--- config.mk ---
export PLATFORM = sky130hd
export DESIGN_NAME = rotate_frame_ctrl
export DESIGN_NICKNAME = d
export VERILOG_FILES = /design/src/rtl/img_pkg.sv /design/src/rtl/rot_addr_gen.sv /design/src/rtl/rotate_frame_ctrl.sv
export SDC_FILE = /design/constraint.sdc
export NUM_CORES = 1
export LEC_CHECK = 0
export CAP_MARGIN = 30
export CORE_MARGIN = 2
export CORE_UTILIZATION = 65
export DETAILED_ROUTE_END_ITERATION = 10
export DONT_BUFFER_PORTS = 1
export HOLD_SLACK_MARGIN = 0.08
export PLACE_DENSITY = 0.87
export REMOVE_ABC_BUFFERS = 1
export SETUP_SLACK_MARGIN = 0.02
export SYNTH_ARGS = -nofsm -noshare
export SYNTH_HDL_FRONTEND = slang
export SYNTH_SLANG_ARGS = --single-unit
--- constraint.sdc ---
create_clock -name clk -period 5.9 [get_ports clk]
set_input_delay 0.295 -clock clk [delete_from_list [all_inputs] [get_ports clk]]
set_output_delay 0.295 -clock clk [all_outputs]
set_load 0.02 [all_outputs]
--- src/rtl/img_pkg.sv ---
// Shared image geometry, controller state encoding and rotation select codes
// for the frame rotation datapath.
package img_pkg;

    localparam int IMG_W   = 256;
    localparam int ADDR_SZ = 16;

    // IDLE: waiting for start | LOAD: writing raster input | DRAIN: rotated readout | DONE: frame_done pulse
    typedef enum logic [1:0] {
        IDLE  = 2'd0,
        LOAD  = 2'd1,
        DRAIN = 2'd2,
        DONE  = 2'd3
    } state_t;

    typedef enum logic [1:0] {
        ROT_0   = 2'd0,
        ROT_90  = 2'd1,
        ROT_180 = 2'd2,
        ROT_270 = 2'd3
    } rot_t;

endpackage

--- src/rtl/rot_addr_gen.sv ---
// Maps an output raster coordinate (ox, oy) to the source pixel address {y, x}
// for the selected clockwise rotation. Purely combinational.
module rot_addr_gen #(
    parameter int CW = 8
) (
    input  logic [CW-1:0]   ox,
    input  logic [CW-1:0]   oy,
    input  logic [1:0]      rot,
    output logic [2*CW-1:0] addr
);
    import img_pkg::*;

    // MAX - n wraps modulo 2^CW, matching the square power-of-two frame.
    localparam logic [CW-1:0] MAX = '1;

    always_comb begin
        addr = {oy, ox};
        case (rot)
            ROT_0:   addr = {oy, ox};
            ROT_90:  addr = {MAX - ox, oy};
            ROT_180: addr = {MAX - oy, MAX - ox};
            ROT_270: addr = {ox, MAX - oy};
            default: addr = {oy, ox};
        endcase
    end

endmodule

--- src/rtl/rotate_frame_ctrl.sv ---
// Frame rotation controller: loads a raster frame into external SRAM, then
// reads it back in rotated order through a 2-entry output FIFO.
module rotate_frame_ctrl #(
    parameter int IMG_W   = img_pkg::IMG_W,
    parameter int ADDR_SZ = img_pkg::ADDR_SZ
) (
    input  logic               clk,
    input  logic               rst,
    input  logic               start,
    input  logic [1:0]         rot_sel,
    input  logic               in_valid,
    input  logic [7:0]         in_data,
    output logic               in_ready,
    output logic               out_valid,
    output logic [7:0]         out_data,
    input  logic               out_ready,
    output logic               mem_en,
    output logic               mem_we,
    output logic [ADDR_SZ-1:0] mem_addr,
    output logic [7:0]         mem_wdata,
    input  logic [7:0]         mem_rdata,
    output logic               busy,
    output logic               frame_done
);
    import img_pkg::*;

    localparam int CW = $clog2(IMG_W);
    localparam logic [CW-1:0] CMAX = CW'(IMG_W - 1);

    state_t          state_q, state_d;
    logic [CW-1:0]   x_q, x_d, y_q, y_d;
    logic [CW-1:0]   x_nx, y_nx;
    logic [1:0]      rot_q, rot_d;
    logic            rd_done_q, rd_done_d;
    logic            infl_q, infl_d;
    logic [7:0]      fifo_q [2];
    logic [7:0]      fifo_d [2];
    logic            wr_ptr_q, wr_ptr_d, rd_ptr_q, rd_ptr_d;
    logic [1:0]      cnt_q, cnt_d;
    logic [2*CW-1:0] rd_addr;
    logic [2:0]      occ;
    logic            last_xy, pop, rd_issue, room;

    rot_addr_gen #(.CW(CW)) u_rot_addr_gen (
        .ox   (x_q),
        .oy   (y_q),
        .rot  (rot_q),
        .addr (rd_addr)
    );

    assign out_valid = (cnt_q != 2'd0);
    assign out_data  = fifo_q[rd_ptr_q];
    assign busy      = (state_q != IDLE);
    assign pop       = out_valid && out_ready;
    assign last_xy   = (x_q == CMAX) && (y_q == CMAX);
    assign x_nx      = (x_q == CMAX) ? '0 : x_q + CW'(1);
    assign y_nx      = (x_q == CMAX) ? y_q + CW'(1) : y_q;

    // A slot freed by this cycle's pop counts as room, which keeps the
    // read pipe full at one pixel per cycle without ever overfilling.
    assign occ  = {1'b0, cnt_q} + {2'b00, infl_q};
    assign room = occ < (3'd2 + {2'b00, pop});

    always_comb begin
        state_d    = state_q;
        x_d        = x_q;
        y_d        = y_q;
        rot_d      = rot_q;
        rd_done_d  = rd_done_q;
        rd_issue   = 1'b0;
        in_ready   = 1'b0;
        mem_en     = 1'b0;
        mem_we     = 1'b0;
        mem_addr   = '0;
        mem_wdata  = '0;
        frame_done = 1'b0;
        case (state_q)
            IDLE: begin
                if (start) begin
                    state_d   = LOAD;
                    rot_d     = rot_sel;
                    x_d       = '0;
                    y_d       = '0;
                    rd_done_d = 1'b0;
                end
            end
            LOAD: begin
                in_ready = 1'b1;
                if (in_valid) begin
                    mem_en    = 1'b1;
                    mem_we    = 1'b1;
                    mem_addr  = ADDR_SZ'({y_q, x_q});
                    mem_wdata = in_data;
                    x_d       = x_nx;
                    y_d       = y_nx;
                    if (last_xy) state_d = DRAIN;
                end
            end
            DRAIN: begin
                if (!rd_done_q && room) begin
                    rd_issue = 1'b1;
                    mem_en   = 1'b1;
                    mem_addr = ADDR_SZ'(rd_addr);
                    x_d      = x_nx;
                    y_d      = y_nx;
                    if (last_xy) rd_done_d = 1'b1;
                end
                // Everything issued and landed, one pixel left: this pop ends the frame.
                if (pop && rd_done_q && !infl_q && (cnt_q == 2'd1)) state_d = DONE;
            end
            DONE: begin
                frame_done = 1'b1;
                state_d    = IDLE;
            end
            default: state_d = IDLE;
        endcase
        infl_d = rd_issue;
    end

    always_comb begin
        fifo_d   = fifo_q;
        wr_ptr_d = wr_ptr_q;
        rd_ptr_d = rd_ptr_q;
        if (infl_q) begin
            fifo_d[wr_ptr_q] = mem_rdata;
            wr_ptr_d         = ~wr_ptr_q;
        end
        if (pop) rd_ptr_d = ~rd_ptr_q;
        cnt_d = cnt_q + {1'b0, infl_q} - {1'b0, pop};
    end

    always_ff @(posedge clk or posedge rst) begin
        if (rst) begin
            state_q   <= IDLE;
            x_q       <= '0;
            y_q       <= '0;
            rot_q     <= '0;
            rd_done_q <= 1'b0;
            infl_q    <= 1'b0;
            cnt_q     <= '0;
            wr_ptr_q  <= 1'b0;
            rd_ptr_q  <= 1'b0;
            fifo_q[0] <= '0;
            fifo_q[1] <= '0;
        end else begin
            state_q   <= state_d;
            x_q       <= x_d;
            y_q       <= y_d;
            rot_q     <= rot_d;
            rd_done_q <= rd_done_d;
            infl_q    <= infl_d;
            cnt_q     <= cnt_d;
            wr_ptr_q  <= wr_ptr_d;
            rd_ptr_q  <= rd_ptr_d;
            fifo_q    <= fifo_d;
        end
    end

endmodule

# After elaboration in Yosys (flattened, before gate mapping)
# Index checks and enable logic that the tools add are counted.
dict set report word_totals {
  register_bits 42
  in_bits 23
  out_inout_bits 38
  elab_cells 98
}
dict set report op_classes {
  add_sub_neg 8
  order_cmp 4
  eq_ne 15
  muxes 37
  bitwise_logic 4
  reduce_logical 19
}
# op n
set op_table {}
lappend op_table {{2-to-1 mux 8 bit} 13}
lappend op_table {{one-hot mux 16 bit (4 select lines)} 1}
lappend op_table {{one-hot mux 8 bit (3 select lines)} 2}
lappend op_table {{2-to-1 mux 16 bit} 2}
lappend op_table {{one-hot mux 16 bit (2 select lines)} 1}
lappend op_table {{adder 8 x 1 -> 8 bit, second input constant} 2}
lappend op_table {{bitwise mux 16 bit} 1}
lappend op_table {{equality test 8 bit, second input constant} 2}
lappend op_table {{subtractor 8 bit, first input constant} 2}
lappend op_table {{!= test 2 bit, second input constant} 6}
lappend op_table {{AND reduction 4 bit} 3}
lappend op_table {{2-to-1 mux 1 bit} 9}
lappend op_table {{demux 8 bit (select 1 bit)} 1}
lappend op_table {{equality test 2 bit, second input constant} 4}
lappend op_table {{2-to-1 mux 2 bit} 4}
lappend op_table {{one-hot mux 2 bit (4 select lines)} 1}
lappend op_table {{logical AND 1 bit} 7}
lappend op_table {{equality test 2 x 1 -> 1 bit, second input constant} 3}
lappend op_table {{nonzero test 2 bit} 3}
lappend op_table {{greater-or-equal comparator 2 bit, second input constant} 2}
lappend op_table {{zero test 2 bit} 2}
lappend op_table {{inverter 1 -> 2 bit} 2}
lappend op_table {{one-hot mux 1 bit (2 select lines)} 2}
lappend op_table {{adder 2 x 1 -> 3 bit} 1}
lappend op_table {{other kinds (9)} 11}

# Logic depth before layout (Yosys ltp)
# Gate-level depths: netlist (run 1).
dict set report logic_depth {
  ltp_word 7
  ltp_mapped 8
  mapped_depth_nobuf 7
}

# Hierarchy
# Synthesis (run 1) repeated with hierarchy kept, for this count alone.
dict set report unflattened {
  hier_cells 288
  hier_area_um2 2841.5
}
# mod instances cells_per_inst area_per_inst_um2 seq_area_each_um2
set modules_own_cells {}
lappend modules_own_cells {rotate_frame_ctrl 1 244 2493.6 1051.0}
lappend modules_own_cells {rot_addr_gen 1 44 347.8 0.0}

# Worst setup path before layout (run 1)
# OpenSTA, ideal clock, no wires.
dict set report synth_path {
  kind {register to output}
  from {reg state_q[1]}
  to {out mem_addr[13]}
  arrival_time_ns 1.983
  t_required_ns 5.605
  setup_slack_ns 3.622
  stages_incl_launch_ff 9
  path_buffers 3
  cell_sequence {dfrtp_1 inv_1 ha_1 clkbuf_1 and2_1 buf_2 buf_2 nand2_1 a21oi_1}
}
dict set report synth_between {
  elab_chain_cells 2
  word_cells_on_any_way 3
  cone_classes {eq/ne: 2; mux: 1}
}
# element line_no
set synth_lines {}
lappend synth_lines {{start: declaration} rotate_frame_ctrl.sv:30} ;# state_t state_q, state_d;
lappend synth_lines {{start signal: assignment} rotate_frame_ctrl.sv:146} ;# state_q <= state_d;
lappend synth_lines {{equality test 2 bit / equality test 2 x 1 -> 1 bit (equally long branches)} rotate_frame_ctrl.sv:77} ;# case (state_q)
lappend synth_lines {{one-hot mux 16 bit (2 select lines) *} rotate_frame_ctrl.sv:77}
lappend synth_lines {{end: declaration} rotate_frame_ctrl.sv:19} ;# output logic [ADDR_SZ-1:0] mem_addr,
# Every way passes the cells marked *; elsewhere a longest branch is shown, timed or not.

# Worst setup path in the final report (run 1)
dict set report layout_path {
  from {reg infl_q}
  to {out mem_addr[15]}
}
dict set report layout_between {
  elab_chain_cells 5
}
# element line_no
set layout_lines {}
lappend layout_lines {{start: declaration} rotate_frame_ctrl.sv:35} ;# logic infl_q, infl_d;
lappend layout_lines {{start signal: assignment} rotate_frame_ctrl.sv:151} ;# infl_q <= infl_d;
lappend layout_lines {{adder 2 x 1 -> 3 bit} rotate_frame_ctrl.sv:61} ;# assign occ = {1'b0, cnt_q} + {2'b00, infl_q};
lappend layout_lines {{< comparator 3 bit} rotate_frame_ctrl.sv:62} ;# assign room = occ < (3'd2 + {2'b00, pop});
lappend layout_lines {{logical AND 1 bit} rotate_frame_ctrl.sv:100} ;# if (!rd_done_q && room) begin
lappend layout_lines {{2-to-1 mux 16 bit} rotate_frame_ctrl.sv:100}
lappend layout_lines {{one-hot mux 16 bit (2 select lines)} rotate_frame_ctrl.sv:77}
# Every way passes these cells.

==> results of run 1 <==
## synth_stat cells (all sizes together) (5+ instances only)
cell    number
a21boi       7
clkbuf      11
nor3         5
xnor2       11
mux2i        9
or2          7
mux2        27
buf         14
o211ai      10
o31ai       11
dfrtp       42
nand4        6
nor2b        5
inv         13
and3b        7
and3         9
nor2        14
o21ai       14
ha          11
nand2       27
nand3       12
a32oi        8
a21oi        9
## layer usage
layer | up-vias | part of all wire (%) | global-route usage [%]
met5 | - | 0 | 0
met4 | 0 | 2.2 | 10.3
met3 | 15 | 8.0 | 4.28
met2 | 143 | 46 | 40.8
met1 | 1209 | 44 | 37.5
li1 | 1184 | - | -
## kinds of logic (layout without fill, tap and decap cells)
| kind of cell | count (synthesis) | after routing | synth area share [%] |
|---|---|---|---|
| xor+xnor | 12 | 12 | 3.43 |
| compound gates | 77 | 77 | 18.1 |
| mux | 36 | 36 | 12.9 |
| fa+ha+maj | 11 | 11 | 4.49 |
| flops | 42 | 42 | 34.3 |
| buf+inv | 38 | 23 | 5.51 |
| simple gates | 115 | 115 | 21.3 |
## critical path, delay by kind of cell, from the launching register on
family,cells,cell delay [ps]
flip-flops,1,460
AO/OA/AOI/OAI,2,680
adder cells (fa/ha/maj),2,460
AND/OR/NAND/NOR,1,910
## worst min-delay path by stage
stage | endpoint | slack, ps | cells past startpoint
after floorplan | rot_q[0] | 450 | 1
after global placement | y_q[2] | 350 | 2
after detailed placement | fifo_q[0] | 350 | 2
after CTS | fifo_q[5] | 130 | 1
after global routing | fifo_q[12] | 120 | 1
final | fifo_q[5] | 130 | 1
## sequential cells by signal, indices dropped and copies added, names as in the netlist
| register | count |
|---|---|
| y_q | 8 |
| rot_q | 2 |
| wr_ptr_q | 1 |
| x_q | 8 |
| infl_q | 1 |
| state_q | 2 |
| fifo_q | 16 |
| rd_done_q | 1 |
| rd_ptr_q | 1 |
| cnt_q | 2 |
## what timing repair did
item / 4_1_cts / 5_1_grt
resized for setup: 0 / 0
hold endpoints to repair: 42 / 0
hold buffers: 1 / 0
setup buffers: 0 / 0
## power breakdown
| part | internal (uW) | leakage (uW) | switching [uW] |
|---|---|---|---|
| logic | 382 | 0.000697 | 616 |
| registers | 391 | 0.000530 | 149 |
| clock network | 84.6 | 0.0000408 | 110 |
| total | 858 | 0.00127 | 875 |
## per-stage QoR
stage	std cells	setup WS, ps	area [sq um]	total power [uW]
5_1_grt	368	2670	3120	1840
6_report	368	2780	3120	1730
2_1_floorplan	306	3610	2950	1320
4_1_cts	368	2840	3120	1720
3_3_place_gp	359	3320	3020	1490
3_5_place_dp	359	3210	3020	1530
## placed cells by master (no fill, tap or decap), types with 7 or more instances in the layout
cell type  synthesis  final
a21boi_0           7      7
a21oi_1            9      9
a32oi_1            8      8
and3_1             9      9
and3b_1            7      7
dfrtp_1           42     42
ha_1              11     11
inv_1             13     13
mux2_2            27     27
mux2i_1            9      9
nand2_1           27     27
nand3_1           11     11
nor2_1            14     14
o211ai_1          10     10
o21ai_0           11     11
o31ai_1           11     11
or2_2              7      7
xnor2_1           11     11
## layout make-up
class	count	area (sq um)
multi-input cells	251	1850
fillers	328	1320
flip-flops and latches	42	1050
clock buffers	5	68.8
well taps	52	65.1
inverters	13	48.8
clock inverters	3	23.8
repair buffers	2	17.5
==> metrics.md, run 1 <==
| Metric | Value |
|---|---|
| Largest net degree at the start of global routing | 43 |
| Maximum vdd drop | 0.294 mV |
| Worst hold start | mem_rdata[5] |
| FP Rows | 24 |
| Clk_lat worst skew | 310 ps |
| Average wire per standard cell | 18.7 um |
| Share of cells above drive strength 1 | 16.1% |
| Yosys top cell area share | 34.3% |
| HP Class | in2reg |
| GPL Wtd Cong | 0.842 |
| Critical path class | reg2out |
| Min Tclk post-route | 3120 ps |
| Vias/cell | 6.93 |
| Ys flop type | dfrtp_1 |
| Area Overhead vs Synth | 1.80% |
| Slew @ Worst Pin | 1100 ps |
| PD cells | 555 nW/um^2 |
| Die X-Extent | 72.7 um |
| Cells after Synth | 331 |
| R2R Path End | y_q[0] |
| Critical path's slowest cell | nor3b_2 |
| Root buf cell | clkbuf_8 |
| Ports | 61 |
| Yosys Warn Count | 0 |
| Initial core utilization | 69.0% |
| Crit-path cells | ha_1 -> ha_1 -> nor3b_2 -> o211ai_1 -> a21oi_1 |
| Slew HR | 26.2% |
| Outcome | complete, no violations |
| Syn Area/Cell | 9.26 sq um |
| Cell mode on critical path | ha_1 |
| Critical path origin | infl_q |
| Post-Syn Area | 3070 sq um |
| Synth area leaders | dfrtp_1, mux2_2, ha_1 |
| # DRC | 0 |
| All-Layer GR Usage | 26.5% |
| CP peak stage delay | 910 ps |
| First-pass GRT wire length | 10.9 mm |
| Fin. Hold Viols | 0 |
| Reg2reg start | state_q[0] |
| Antenna-violating nets left | 0 |
| Setup Skew | 13.2 ps |
| Seq cells post-synth | 42 |
| First-pass DRT Iterations | 5 |
| # H-tree levels | 2 |
| Longest Clk Path Bufs | 2 |
| Cell variety after synth | 52 |
| Fmax achieved | 321 MHz |
| Max_cap viols | 0 |
| Die Span Y | 72.7 um |
| Clock-pin slew on the worst setup and hold paths | 90 ps |
| Antenna cells | 0 |
| Setup-failing EPs final | 0 |
| Crit path DAT | 2820 ps |
| Vias in the first global route | 2287 |
| Final net count | 349 |
| Startpoint types | register |
| TritonCTS clock tree | built |
| Initial antenna violation count | 0 |
| Pleak | 0.00127 uW |
| Total die area | 5280 sq um |
| Reg2reg setup slack | 3370 ps |
| Final Util | 70.2% |
| Routed vias | 2551 |
| IO buf count | 0 |
| Final Max Tran Viols | 0 |
| Async SR Flop Fraction | 100% |
| RSZ-0062 raised after global routing | false |
| Crit path to | mem_addr[15] |
| Core ar. | 4440 sq um |
| Clock Sinks | 42 |
| Yosys top cell by area | dfrtp_1 |
| Req. time, crit path | 5610 ps |
| Crit share post-route | 52.8% |
| DRT iter0 DRCs | 259 |
| WL final | 6.87 mm |
| WHS | 130 ps |
| Crit-path max FO | 17 |
| Worst R2R Path Depth | 5 |
| Placed wire-length estimate | 4.76 mm |
| Share of the yosys chip area belonging to registers | 34.3% |
| Setup TNS Final | 0 ps |
| EDFF count, synth | 0 |
| Remaining global-route overflow | 0 |
| CTS buffer count | 5 |
| Element type at the critical path end | primary output |
Power figures use the tool's default switching activity.
==> run 2: changes to the inputs <==
- ABC_AREA: not set -> 1
- CORE_UTILIZATION: 65 -> 64
- PLACE_DENSITY: 0.87 -> 0.86
- clock period: 5.9 -> 3.1 ns (I/O delays scaled with it)
==> metrics.md, run 2 <==
| Metric | Value |
|---|---|
| Hold Crit Depth | 3 (was 1) |
| # DRC | 0 (unchanged) |
| Min Tclk post-route | 2650 ps |
| Biggest register | fifo_q (unchanged) |
| Area Overhead vs Synth | 4.94% (was 1.80%) |
| Setup-failing EPs final | 0 (unchanged) |
| Final net count | 482 (was 349) |
| CP peak stage delay | 420 ps (was 910 ps) |
| Die Span Y | 73.7 um (was 72.7 um) |
| Crit-path cells | inv_1 -> ha_1 -> nand2_1 -> buf_4 -> inv_1 -> nand2_1 -> o21a_1 -> nor2_1 (was ha_1 -> ha_1 -> nor3b_2 -> o211ai_1 -> a21oi_1) |
| Average wire per standard cell | 13.9 um (was 18.7 um) |
| Slew HR | 40.9% (was 26.2%) |
| Resize count post-CTS | 0 (unchanged) |
| M1 WL | 3.05 mm (was 3.03 mm) |
| Top flop regs | fifo_q: 16 flops, x_q: 8 flops, y_q: 8 flops (unchanged) |
| Clk_lat worst skew | 310 ps (about the same) |
| Antenna-violating nets left | 0 (unchanged) |
| Multi-input logic area | 1730 sq um (was 1850 sq um) |
| Antenna cells | 0 (unchanged) |
| Top sig layer | met4 (unchanged) |
| Dpl cells | 484 (was 359) |
| Max_cap viols | 0 (unchanged) |
| PD cells | 991 nW/um^2 (was 555 nW/um^2) |
| Remaining global-route overflow | 0 (unchanged) |
| Fin. Hold Viols | 0 (unchanged) |
| Vias in the first global route | 2531 (was 2287) |
| Buffers & Inverters on Critical Path | 3 (was 0) |
| Reg2reg setup slack | 1080 ps (was 3370 ps) |
| IO buf count | 0 (unchanged) |
| Fmax achieved | 377 MHz |
| DRT iter0 DRCs | 223 (was 259) |
| FP Rows | 25 (was 24) |
| Req. time, crit path | 2940 ps (was 5610 ps) |
| Share of the yosys chip area belonging to registers | 33.8% (was 34.3%) |
| Die X-Extent | 73.7 um (was 72.7 um) |
| Routed wl met3 | 475 um (was 547 um) |
| Largest net degree at the start of global routing | 43 (unchanged) |
| First-pass GRT wire length | 11.5 mm (was 10.9 mm) |
| Fillcell total | 376 (was 328) |
| Async SR Flop Fraction | 100% (unchanged) |
| Worst R2R Path Depth | 6 (was 5) |
| Non-Filler Instances | 503 (was 368) |
| Share of cells above drive strength 1 | 9.13% (was 16.1%) |
| Initial antenna violation count | 0 (unchanged) |
| WL final | 7.00 mm (was 6.87 mm) |
| First-pass DRT Iterations | 5 (unchanged) |
| Post-CTS Hold Buffers | 11 (was 1) |
| Storage element area | 1050 sq um (unchanged) |
| Routed vias | 2812 (was 2551) |
| TritonCTS clock tree | built (unchanged) |
| Placed wire-length estimate | 4.77 mm (was 4.76 mm) |
| All-Layer GR Usage | 27.0% (was 26.5%) |
| Seq cells post-synth | 42 (unchanged) |
| Worst hold start | start (was mem_rdata[5]) |
| Pleak | 0.00163 uW (was 0.00127 uW) |
| Critical path class | reg2out (unchanged) |
| R2R Path End | y_q[4] (was y_q[0]) |
| Setup TNS Final | 0 ps (unchanged) |
| Ys flop type | dfrtp_1 (unchanged) |
| Slew @ Worst Pin | 887 ps (was 1100 ps) |
| Commonest non-fill, non-tap cell in the layout | nand2_1 (was dfrtp_1) |
| Core ar. | 4690 sq um (was 4440 sq um) |
| Commonest cells after routing, fill and taps aside | nand2_1, nor2_1, inv_1 (was dfrtp_1, nand2_1, mux2_2) |
| EDFF count, synth | 0 (unchanged) |
| Vias/cell | 5.59 (was 6.93) |
| Clock-pin slew on the worst setup and hold paths | 90 ps (about the same) |
| # H-tree levels | 2 (unchanged) |
| Longest Clk Path Bufs | 2 (unchanged) |
| Syn Area/Cell | 6.93 sq um (was 9.26 sq um) |
| Cell variety after synth | 32 (was 52) |
| Yosys top cell area share | 33.8% (was 34.3%) |
| Element type at the critical path end | primary output (unchanged) |
| Synth cell count leaders | nand2_1, nor2_1, inv_1, dfrtp_1, o21ai_0 (was dfrtp_1, mux2_2, nand2_1, nor2_1, inv_1) |
| HP Class | in2reg (unchanged) |
| Startpoint types | register (unchanged) |
| Initial core utilization | 66.3% (was 69.0%) |
| Final Util | 69.6% (was 70.2%) |
| CTS buffer count | 5 (unchanged) |
| Min-Delay Endpoint | rd_done_q (was fifo_q[5]) |
| Critical path's slowest cell | dfrtp_1 (was nor3b_2) |
| Crit share post-route | 85.5% |
| Final Max Tran Viols | 0 (unchanged) |
| GPL Wtd Cong | 0.848 (was 0.842) |
| Root buf cell | clkbuf_8 (unchanged) |
| Reg2reg start | state_q[0] (unchanged) |
| Most frequent cell after synthesis | nand2_1 (was dfrtp_1) |
| Synth area leaders | dfrtp_1, nand2_1, nor2_1 (was dfrtp_1, mux2_2, ha_1) |
| Ports | 61 (unchanged) |
| RSZ-0062 raised after global routing | false (unchanged) |
| Post-Syn Area | 3110 sq um (was 3070 sq um) |
| DR WL met2 | 3.35 mm (was 3.14 mm) |
| Clock Sinks | 42 (unchanged) |
| Outcome | complete, no violations (unchanged) |
| Yosys Warn Count | 0 (unchanged) |
| Setup Fix Bufs, Post-CTS | 0 (unchanged) |
| Pwr Total | 3240 uW (was 1730 uW) |
| Setup Skew | 8.57 ps (was 13.2 ps) |
| Yosys top cell by area | dfrtp_1 (unchanged) |
| Cells after Synth | 449 (was 331) |
| Crit-path max FO | 16 (was 17) |
| Total die area | 5440 sq um (was 5280 sq um) |
| Maximum vdd drop | 0.872 mV (was 0.294 mV) |
| Max reg flops | 16 (unchanged) |
| Crit path DAT | 2500 ps (was 2820 ps) |
| Critical path's top delay family | buffers and inverters (was simple AND/OR/NAND/NOR gates) |
## run 2: how the worst max path moves through the flow
stage / start / to / slack (ps) / depth (start not counted)
5_1_grt: state_q[1] / mem_addr[9] / 270 / 8
6_report: state_q[1] / mem_addr[9] / 450 / 8
2_1_floorplan: state_q[1] / mem_addr[10] / 1010 / 7
3_5_place_dp: state_q[1] / mem_addr[9] / 830 / 8
3_3_place_gp: state_q[1] / mem_addr[9] / 870 / 8
4_1_cts: state_q[1] / mem_addr[9] / 480 / 8
## run 2: metal layers
layer | track usage (%) | up-vias
li1 | - | 1397
met4 | 9.49 | 0
met5 | 0 | -
met1 | 34.6 | 1294
met3 | 5.21 | 14
met2 | 45.2 | 107
## run 2: area by class of cell
| cell class | count | share of cell area [%] |
|---|---|---|
| Clock buffer | 5 | 2.11 |
| Clock inverter | 3 | 0.766 |
| Multi-Input combinational cell | 334 | 53.1 |
| Sequential cell | 42 | 32.2 |
| Tap cell | 54 | 2.07 |
| Timing Repair Buffer | 13 | 3.83 |
| Inverter | 52 | 5.97 |
## run 2: logic make-up after synthesis
logic type / share of synthesized area [%]
AO/OA/AOI/OAI: 10.5
XOR/XNOR: 5.63
adder cells (fa/ha/maj): 4.42
buffers and inverters: 10.5
flip-flops: 33.8
multiplexers: 0.723
AND/OR/NAND/NOR: 34.4
## run 2: through the flow
step	hold WS [ps]	cell area (sq um)	setup WS, ps
global placement	210	3060	867
finish	127	3270	448
CTS	131	3270	479
global route	159	3270	274
detailed placement	215	3060	827
floorplan	303	2980	1010
## run 2: tightest hold or removal path, stage by stage
cell	delay, ps
nand2_1	90
nor2_1	110
a21oi_1	50
## run 2: power breakdown
part / leakage [uW] / switching (uW) / internal (uW)
logic: 0.00105 / 1260 / 542
clock network: 0.0000447 / 219 / 163
registers: 0.000537 / 307 / 748
total: 0.00163 / 1790 / 1450
